File: config.mk
export PLATFORM = sky130hd
export DESIGN_NAME = aq_spsram_mbist_ctrl
export DESIGN_NICKNAME = d
export VERILOG_FILES = /design/src/rtl/aq_mbist_pkg.sv /design/src/rtl/aq_mbist_addr_gen.sv /design/src/rtl/aq_spsram_mbist_ctrl.sv
export SDC_FILE = /design/constraint.sdc
export NUM_CORES = 1
export LEC_CHECK = 0
export BUFFER_PORTS_ARGS = -buffer_cell sky130_fd_sc_hd__buf_2
export CELL_PAD_IN_SITES_DETAIL_PLACEMENT = 0
export CELL_PAD_IN_SITES_GLOBAL_PLACEMENT = 1
export CORE_MARGIN = 4
export CORE_UTILIZATION = 27
export CTS_BUF_LIST = sky130_fd_sc_hd__clkbuf_8
export CTS_CLUSTER_DIAMETER = 60
export DETAILED_ROUTE_END_ITERATION = 10
export PLACE_DENSITY_LB_ADDON = 0.1
export SETUP_SLACK_MARGIN = 0.4
export SYNTH_ARGS = -nofsm -noshare
export SYNTH_HDL_FRONTEND = slang
export SYNTH_HIERARCHICAL = 1
export SYNTH_SLANG_ARGS = --single-unit
File: constraint.sdc
create_clock -name CLK -period 3 [get_ports CLK]
set_clock_uncertainty 0.15 [all_clocks]
set_input_delay 0.75 -clock CLK [delete_from_list [all_inputs] [get_ports CLK]]
set_output_delay 0.75 -clock CLK [all_outputs]
set_load 0.005 [all_outputs]
File: src/rtl/aq_mbist_pkg.sv
// Shared types and the March C- element table for the single-port SRAM BIST controller.
package aq_mbist_pkg;

    typedef enum logic [1:0] {
        IDLE,
        RUN,
        DRAIN
    } state_e;

    localparam int NUM_ELEM = 6;
    localparam int ELEM_W   = 3;

    // Bit e of each table describes March element e:
    //   E0 up(w0)  E1 up(r0,w1)  E2 up(r1,w0)  E3 dn(r0,w1)  E4 dn(r1,w0)  E5 up(r0)
    localparam logic [7:0] ELEM_DN      = 8'b0001_1000;  // 1 = descending address order
    localparam logic [7:0] ELEM_TWO_OPS = 8'b0001_1110;  // 1 = read then write per address
    localparam logic [7:0] ELEM_HAS_RD  = 8'b0011_1110;  // 1 = first op of the element is a read
    localparam logic [7:0] ELEM_RVAL    = 8'b0001_0100;  // value the read expects
    localparam logic [7:0] ELEM_WVAL    = 8'b0000_1010;  // value the write stores

    // The op at (element, phase) is a read only in phase 0 of a reading element.
    function automatic logic op_is_read(input logic [ELEM_W-1:0] e, input logic ph);
        return ELEM_HAS_RD[e] && !ph;
    endfunction

    // Last op at the current address: phase 1 for two-op elements, otherwise always.
    function automatic logic op_is_last(input logic [ELEM_W-1:0] e, input logic ph);
        return ELEM_TWO_OPS[e] ? ph : 1'b1;
    endfunction

endpackage

File: src/rtl/aq_mbist_addr_gen.sv
// Up/down March address counter: load to the start of an element, step, flag the last address.
module aq_mbist_addr_gen #(
    parameter int ADDR_WIDTH = 8
) (
    input  logic                  clk,
    input  logic                  rst,
    input  logic                  load,
    input  logic                  load_dn,
    input  logic                  step,
    output logic [ADDR_WIDTH-1:0] addr,
    output logic                  last
);

    logic dn;

    // Load picks the direction and start address; step walks toward the far end.
    always_ff @(posedge clk or posedge rst) begin
        if (rst) begin
            addr <= '0;
            dn   <= 1'b0;
        end else if (load) begin
            dn   <= load_dn;
            addr <= load_dn ? '1 : '0;
        end else if (step) begin
            addr <= dn ? addr - ADDR_WIDTH'(1) : addr + ADDR_WIDTH'(1);
        end
    end

    assign last = dn ? (addr == '0) : (addr == '1);

endmodule

File: src/rtl/aq_spsram_mbist_ctrl.sv
// March C- BIST initiator sitting between the functional requester and a single-port SRAM wrapper.
module aq_spsram_mbist_ctrl
    import aq_mbist_pkg::*;
#(
    parameter int ADDR_WIDTH = 8,
    parameter int DATA_WIDTH = 59,
    parameter int FCNT_WIDTH = 8
) (
    input  logic                  CLK,
    input  logic                  RST,
    input  logic                  BIST_START,
    output logic                  BIST_BUSY,
    output logic                  BIST_DONE,
    output logic                  BIST_FAIL,
    output logic [ADDR_WIDTH-1:0] BIST_FAIL_ADDR,
    output logic [FCNT_WIDTH-1:0] BIST_FAIL_CNT,
    input  logic [ADDR_WIDTH-1:0] F_A,
    input  logic                  F_CEN,
    input  logic [DATA_WIDTH-1:0] F_D,
    input  logic                  F_GWEN,
    input  logic [DATA_WIDTH-1:0] F_WEN,
    output logic [ADDR_WIDTH-1:0] A,
    output logic                  CEN,
    output logic [DATA_WIDTH-1:0] D,
    output logic                  GWEN,
    output logic [DATA_WIDTH-1:0] WEN,
    input  logic [DATA_WIDTH-1:0] Q
);

    state_e                  state;
    logic [ELEM_W-1:0]       elem;
    logic [ELEM_W-1:0]       elem_nxt;
    logic                    phase;
    logic                    issue_done;
    logic                    issue;
    logic                    op_rd;
    logic                    op_last;

    logic                    bist_cen;
    logic                    bist_gwen;
    logic                    bist_rv;
    logic [ADDR_WIDTH-1:0]   bist_a;
    logic [DATA_WIDTH-1:0]   bist_d;
    logic [DATA_WIDTH-1:0]   bist_wen;

    logic                    cmp_vld_p1;
    logic                    cmp_exp_p1;
    logic [ADDR_WIDTH-1:0]   cmp_addr_p1;
    logic                    miscmp;

    logic                    ag_load;
    logic                    ag_load_dn;
    logic                    ag_step;
    logic                    ag_last;
    logic [ADDR_WIDTH-1:0]   ag_addr;

    function automatic logic [FCNT_WIDTH-1:0] sat_inc(input logic [FCNT_WIDTH-1:0] v);
        return (&v) ? v : v + FCNT_WIDTH'(1);
    endfunction

    aq_mbist_addr_gen #(
        .ADDR_WIDTH(ADDR_WIDTH)
    ) u_addr_gen (
        .clk     (CLK),
        .rst     (RST),
        .load    (ag_load),
        .load_dn (ag_load_dn),
        .step    (ag_step),
        .addr    (ag_addr),
        .last    (ag_last)
    );

    // Decode the current op and decide how the address counter moves.
    always_comb begin
        issue      = (state == RUN) && !issue_done;
        op_rd      = op_is_read(elem, phase);
        op_last    = op_is_last(elem, phase);
        elem_nxt   = elem + ELEM_W'(1);
        ag_load    = 1'b0;
        ag_load_dn = 1'b0;
        ag_step    = 1'b0;
        if (state == IDLE && BIST_START) begin
            ag_load    = 1'b1;
            ag_load_dn = ELEM_DN[0];
        end else if (issue && op_last) begin
            if (!ag_last) begin
                ag_step = 1'b1;
            end else if (elem != ELEM_W'(NUM_ELEM - 1)) begin
                ag_load    = 1'b1;
                ag_load_dn = ELEM_DN[elem_nxt];
            end
        end
    end

    // Read data returned this cycle belongs to the read tracked in the p1 register.
    assign miscmp = cmp_vld_p1 && (Q != {DATA_WIDTH{cmp_exp_p1}});

    // FSM, op sequencing, compare tracking and sticky status.
    always_ff @(posedge CLK or posedge RST) begin
        if (RST) begin
            state          <= IDLE;
            elem           <= '0;
            phase          <= 1'b0;
            issue_done     <= 1'b0;
            bist_cen       <= 1'b1;
            bist_gwen      <= 1'b0;
            bist_rv        <= 1'b0;
            cmp_vld_p1     <= 1'b0;
            BIST_DONE      <= 1'b0;
            BIST_FAIL      <= 1'b0;
            BIST_FAIL_ADDR <= '0;
            BIST_FAIL_CNT  <= '0;
        end else begin
            // p0 -> p1: the read on the bus now returns data next cycle
            cmp_vld_p1 <= (state == RUN) && !bist_cen && !bist_gwen;

            if (miscmp) begin
                BIST_FAIL     <= 1'b1;
                BIST_FAIL_CNT <= sat_inc(BIST_FAIL_CNT);
                if (!BIST_FAIL) begin
                    BIST_FAIL_ADDR <= cmp_addr_p1;
                end
            end

            case (state)
                IDLE: begin
                    if (BIST_START) begin
                        state          <= RUN;
                        elem           <= '0;
                        phase          <= 1'b0;
                        issue_done     <= 1'b0;
                        BIST_DONE      <= 1'b0;
                        BIST_FAIL      <= 1'b0;
                        BIST_FAIL_ADDR <= '0;
                        BIST_FAIL_CNT  <= '0;
                    end
                end
                RUN: begin
                    if (issue_done) begin
                        state      <= DRAIN;
                        bist_cen   <= 1'b1;
                        issue_done <= 1'b0;
                    end else begin
                        bist_cen  <= 1'b0;
                        bist_gwen <= !op_rd;
                        bist_rv   <= ELEM_RVAL[elem];
                        if (!op_last) begin
                            phase <= 1'b1;
                        end else begin
                            phase <= 1'b0;
                            if (ag_last) begin
                                if (elem == ELEM_W'(NUM_ELEM - 1)) begin
                                    issue_done <= 1'b1;
                                end else begin
                                    elem <= elem_nxt;
                                end
                            end
                        end
                    end
                end
                DRAIN: begin
                    state     <= IDLE;
                    BIST_DONE <= 1'b1;
                end
                default: state <= IDLE;
            endcase
        end
    end

    // Registered SRAM address/data and the compare tag, captured alongside each op.
    always_ff @(posedge CLK) begin
        if (issue) begin
            bist_a   <= ag_addr;
            bist_d   <= op_rd ? '0 : {DATA_WIDTH{ELEM_WVAL[elem]}};
            bist_wen <= op_rd ? '0 : '1;
        end
        cmp_addr_p1 <= bist_a;
        cmp_exp_p1  <= bist_rv;
    end

    assign BIST_BUSY = (state != IDLE);
    assign A         = BIST_BUSY ? bist_a    : F_A;
    assign CEN       = BIST_BUSY ? bist_cen  : F_CEN;
    assign D         = BIST_BUSY ? bist_d    : F_D;
    assign GWEN      = BIST_BUSY ? bist_gwen : F_GWEN;
    assign WEN       = BIST_BUSY ? bist_wen  : F_WEN;

endmodule

### Yosys cells after proc, flatten, opt, wreduce, memory -nomap -nowiden

Memories as Yosys holds them, arrays and structs flattened. A register that Yosys moved wholly into a read port is not among the register bits.
Index checks and enable logic that the tools add are counted.

* flip-flop bits (word level): 113
* memory bits (read-only): 40
* output and inout port bits: 147
* memories kept: 5

* add/sub/neg operators: 4
* $lt $le $gt $ge: 2
* eq/ne operators: 12
* mux-type cells: 57
* bitwise logic cells: 1
* reductions and logical operators: 25

Memories
* (no name shown): words 8, bits a word 1, rd ports 1, clocked after Yosys merged registers in 1, wr ports 0, line aq_spsram_mbist_ctrl.sv:174 `bist_d <= op_rd ? '0 : {DATA_WIDTH{ELEM_WVAL[elem]}};`
* (no name shown): words 8, bits a word 1, rd ports 1, clocked after Yosys merged registers in 1, wr ports 0, line aq_spsram_mbist_ctrl.sv:146 `bist_rv <= ELEM_RVAL[elem];`
* (no name shown): words 8, bits a word 1, rd ports 1, clocked after Yosys merged registers in 0, wr ports 0, line aq_spsram_mbist_ctrl.sv:90 `ag_load_dn = ELEM_DN[elem_nxt];`
* (no name shown): words 8, bits a word 1, rd ports 1, clocked after Yosys merged registers in 0, wr ports 0, line aq_mbist_pkg.sv:28 `return ELEM_TWO_OPS[e] ? ph : 1'b1;`
* (no name shown): words 8, bits a word 1, rd ports 1, clocked after Yosys merged registers in 0, wr ports 0, line aq_mbist_pkg.sv:23 `return ELEM_HAS_RD[e] && !ph;`

Operator list (count)
* two-way mux 59 bit: 3
* two-way mux 8 bit: 13
* != test 59 bit: 1
* two-way mux 1 bit: 29
* adder 8 x 1 -> 8 bit (second input constant): 2
* two-way mux 3 bit: 5
* != test 2 bit (second input constant): 6
* == test 8 bit (second input constant): 1
* logical NOT 8 bit: 1
* less-than comparator 3 x 4 -> 1 bit (second input constant): 2
* AND reduction 2 bit: 4
* AND reduction 8 bit: 1
* nonzero test 2 bit: 4
* subtractor 8 x 1 -> 8 bit (second input constant): 1
* logical AND 1 bit: 7
* case mux 1 bit (2 select lines): 3
* case mux 3 bit (2 select lines): 1
* AND reduction 6 bit: 1
* logical NOT 1 bit: 5
* two-way mux 2 bit: 2
* case mux 2 bit (2 select lines): 1
* adder 3 x 1 -> 3 bit (second input constant): 1
* == test 3 bit (second input constant): 1
* != test 3 bit (second input constant): 1
* 5 further kinds: 5

### Depth between registers and ports, before layout

* depth in word-level cells: 9
* mapped depth: 11
* mapped depth without buffers: 11

### Hierarchy

Netlist, hierarchy kept.

By module, submodules not included
* aq_spsram_mbist_ctrl: instances 1, cells each 389, area each 3423.3 um^2, sequential area each 1207.4 um^2
* aq_mbist_addr_gen: instances 1, cells each 93, area each 764.5 um^2, sequential area each 225.2 um^2

### Worst setup path after synthesis

OpenSTA, ideal clock, no wires.

* path kind: input to register
* from: input port Q[2]
* to: register BIST_FAIL_CNT[1]
* library setup time: 0.121 ns
* arrival: 2.470 ns
* slack: 0.259 ns
* cell stages on the path: 6
* cells stage by stage: or4_1 > nor4_1 > o22ai_1 > o41a_1 > buf_2 > a41o_1

* longest elaborated chain between the ends: 5

RTL lines
* start, declared: line aq_spsram_mbist_ctrl.sv:27 `input logic [DATA_WIDTH-1:0] Q`
* != test 59 bit (*): line aq_spsram_mbist_ctrl.sv:96 `assign miscmp = cmp_vld_p1 && (Q != {DATA_WIDTH{cmp_exp_p1}});`
* logical AND 1 bit (*): line aq_spsram_mbist_ctrl.sv:96
* two-way mux 8 bit (*): line aq_spsram_mbist_ctrl.sv:117 `if (miscmp) begin`
* two-way mux 8 bit: line aq_spsram_mbist_ctrl.sv:127 `if (BIST_START) begin`
* two-way mux 8 bit (*): line aq_spsram_mbist_ctrl.sv:125 `case (state)`
* end signal, assigned: line aq_spsram_mbist_ctrl.sv:119 `BIST_FAIL_CNT <= sat_inc(BIST_FAIL_CNT);`
* end, declared: line aq_spsram_mbist_ctrl.sv:16 `output logic [FCNT_WIDTH-1:0] BIST_FAIL_CNT,`

Every way passes the cells marked *; elsewhere a longest branch is shown, timed or not.
A chain may end at the register's enable or synchronous reset.

### Final worst setup path

* from: input port Q[10]
* to: register BIST_FAIL_ADDR[1]

* longest elaborated chain between the ends: 5

RTL lines
* != test 59 bit (*): line aq_spsram_mbist_ctrl.sv:96
* logical AND 1 bit (*): line aq_spsram_mbist_ctrl.sv:96
* two-way mux 8 bit (*): line aq_spsram_mbist_ctrl.sv:117
* two-way mux 8 bit: line aq_spsram_mbist_ctrl.sv:127
* two-way mux 8 bit (*): line aq_spsram_mbist_ctrl.sv:125
* end signal, assigned: line aq_spsram_mbist_ctrl.sv:121 `BIST_FAIL_ADDR <= cmp_addr_p1;`
* end, declared: line aq_spsram_mbist_ctrl.sv:15 `output logic [ADDR_WIDTH-1:0] BIST_FAIL_ADDR,`

Marks and branches as above.

==> impl_metrics.csv <==
group,metric,value,unit
sta,grt_setup_unrepaired,"yes",
cts,cts_buffer_depth,2,
global_routing,grt_pass1_wl,26630,um
logic_synthesis,netlist-cell-type-count,50,
logic_synthesis,synth_top_area_frac,0.2211,
logic_synthesis,synthArstFlopShare,0.6667,
setup_path,reg2regPathDepth,7,
placement,numPortBuffers,336,
setup_path,reg2reg_setup_slack,0.55,ns
cells_and_area,area_growth,59.07,%
cells_and_area,drive_above_1_share,0.5012,
setup_path,critPathMaxFanout,9,
die,chipWidth,132.5,um
cts,worstSkewPairLatency,0.34,ns
logic_synthesis,yosys.area.top_type,"dfrtp_1",
sta,fin_setup_tns,0,ns
cells_and_area,nets,1025,
logic_synthesis,ys_seq_area_frac,0.3421,
global_routing,antenna_found_initial,0,
placement,pre_cts_ws,0.04464,ns
setup_path,timing.rr.end,"BIST_FAIL_ADDR[1]",
logic_synthesis,synth_seq_cells,57,
sta,period_minus_slack,2.566,ns
cts,cts_sinks,57,
setup_path,critPathArrivalTime,2.61,ns
detailed_routing,via_count,5008,
sta,worst_pin_slew,0.4273,ns
logic_synthesis,post-synth-top-count-cell,"a21o_1",
sta,fin_ws,0.4338,ns
setup_path,end_kind,"flip-flop",
detailed_routing,postRouteAntennaNets,0,
global_routing,grt_pass1_vias,4762,
sta,hold_violations,0,
global_routing,grt_max_degree,60,
worst_hold_path,min_path_type,"in2async",
sta,relSlewSlack,0.7147,
setup_path,r2r_start,"cmp_exp_p1",
detailed_routing,wl_per_cell,18.01,um
power_and_ir_drop,ir_worst_vdd,354.5,uV
logic_synthesis,synth_warnings,6,
power_and_ir_drop,powerDensity,993.8,mW/mm2
cts,clk_pin_slew,0.07,ns
cts,cts_buffers,9,
cells_and_area,final_cells,1014,
detailed_routing,totalWireLength,18260,um
logic_synthesis,synth_common_cells,"a21o_1, nand2_1, dfrtp_1, clkbuf_1, nor2_1",
detailed_routing,drcViolationCount,0,
setup_path,start_kind,"primary input",
die,die-area,0.01757,mm2
logic_synthesis,syn-num-nets,686,
global_routing,gr-usage-all-layers,0.1914,
die,die_y,132.5,um
sta,maxSlewViolCount,0,
sta,setup_viol,0,
cts,cts-root-buf,"clkbuf_8",
cts,cts_tree,"built",
placement,gp_congestion,0.8481,
logic_synthesis,netlist_top_cells_area,"dfrtp_1, a21o_1, edfxtp_1",
logic_synthesis,ys.flop_type,"dfrtp_1",
setup_path,required,3.05,ns
detailed_routing,first_iter_violations,225,
sta,fmax,0.3897,GHz
logic_synthesis,synth_enable_flop_cells,10,
cells_and_area,multi_input_area,0.002635,mm2
cts,ctsHtreeMaxLevel,3,
setup_path,crit_type,"in2reg",
placement,place_hpwl,14390,um
cells_and_area,fillers,1558,
cells_and_area,register_area,0.001436,mm2
die,ios,337,
placement,dp.cells,984,
die,initial_core_util,0.2755,
detailed_routing,via_per_inst,4.939,
logic_synthesis,syn_area,0.004188,mm2
die,core_area,0.01520,mm2
die,rows,45,
sta,period_share,0.8554,
power_and_ir_drop,p_leak,0.003982,uW
logic_synthesis,syn_inst,482,
job,drv_cap,0,
cells_and_area,final_core_util,0.4382,
cells_and_area,n_antenna_cell,0,
global_routing,globalRouteOverflowTotal,0,
outcome,outcome,"completed",
detailed_routing,drt-pass1-iter-count,5,
logic_synthesis,postSynthAreaPerCell,8.688,um2
==> cell families after synthesis <==
kind of cell	Yosys count	synth area share
xor+xnor	4	0.008367
simple gates	149	0.1861
flops	57	0.3421
fa+ha+maj	14	0.04362
mux	23	0.05826
buf+inv	54	0.05139
compound gates	181	0.3101
==> placed cells by master (no fill, tap or decap), drive strengths merged, types with 13 or more instances in the layout <==
cell type,netlist,layout
buf,7,361
a21o,120,120
nand2,38,38
dfrtp,37,37
nor2,20,20
o21ai,19,19
inv,16,18
nor3,17,17
nand4,14,14
ha,13,13
==> registers in the layout, summed over array words and instances, names as in the netlist, 2 cells and up <==
register / count
elem: 3
state: 2
u_addr_gen/addr: 8
bist_a: 8
BIST_FAIL_CNT: 8
cmp_addr_p1: 8
BIST_FAIL_ADDR: 8
==> per-layer routing <==
layer	GRT usage	share of wire	vias to the layer above
met5	0	0	-
met4	0.03349	0.011	0
met3	0.09468	0.11	14
met2	0.3188	0.48	211
met1	0.2261	0.40	2327
li1	-	-	2456
==> repair_timing <==
action,in CTS,in global routing
buffers inserted,5,3
hold buffers,0,0
cloned,2,4
setup endpoints to repair,136,81
pin swaps,3,4
resized for setup,5,20
==> final cells by class <==
class,instances,share of cell area
clock buffers,9,0.01860
clock inverters,7,0.009579
flip-flops and latches,57,0.2156
inverters,16,0.009016
repair buffers,366,0.3163
well taps,188,0.03531
multi-input cells,371,0.3956
==> how the worst max path moves through the flow <==
| stage | start | end | slack [ns] | cells after the start |
|---|---|---|---|---|
| floorplan | Q[10] | BIST_FAIL_CNT[1] | 0.26 | 6 |
| global placement | Q[10] | BIST_FAIL_ADDR[3] | 0.06 | 8 |
| detailed placement | Q[10] | BIST_FAIL_ADDR[3] | 0.04 | 8 |
| CTS | state[0] | A[3] | 0.39 | 5 |
| global route | Q[10] | BIST_FAIL_CNT[4] | 0.34 | 8 |
| finish | Q[10] | BIST_FAIL_ADDR[1] | 0.43 | 8 |
==> per-stage QoR <==
stage | hold slack (ns) | total power [uW] | cell area, um2
floorplan | 0.1941 | 3656 | 4198
global placement | 0.2040 | 5564 | 6137
detailed placement | 0.2085 | 5576 | 6137
CTS | 0.2288 | 6434 | 6454
global route | 0.2365 | 7178 | 6661
finish | 0.2371 | 6620 | 6661
==> where the power goes <==
part,switching [uW],internal (uW)
clock,312,376
sequential,300,1140
combinational,2200,2290
==> worst max-delay path, stage by stage <==
cell and delay (ns):
buf_2 0.10, or4_1 0.54, nor4_2 0.17, o22ai_1 0.11, o41a_1 0.47, buf_6 0.17, nor2b_4 0.17, mux2i_1 0.14
Note: power is estimated with default switching activity, not from simulation.
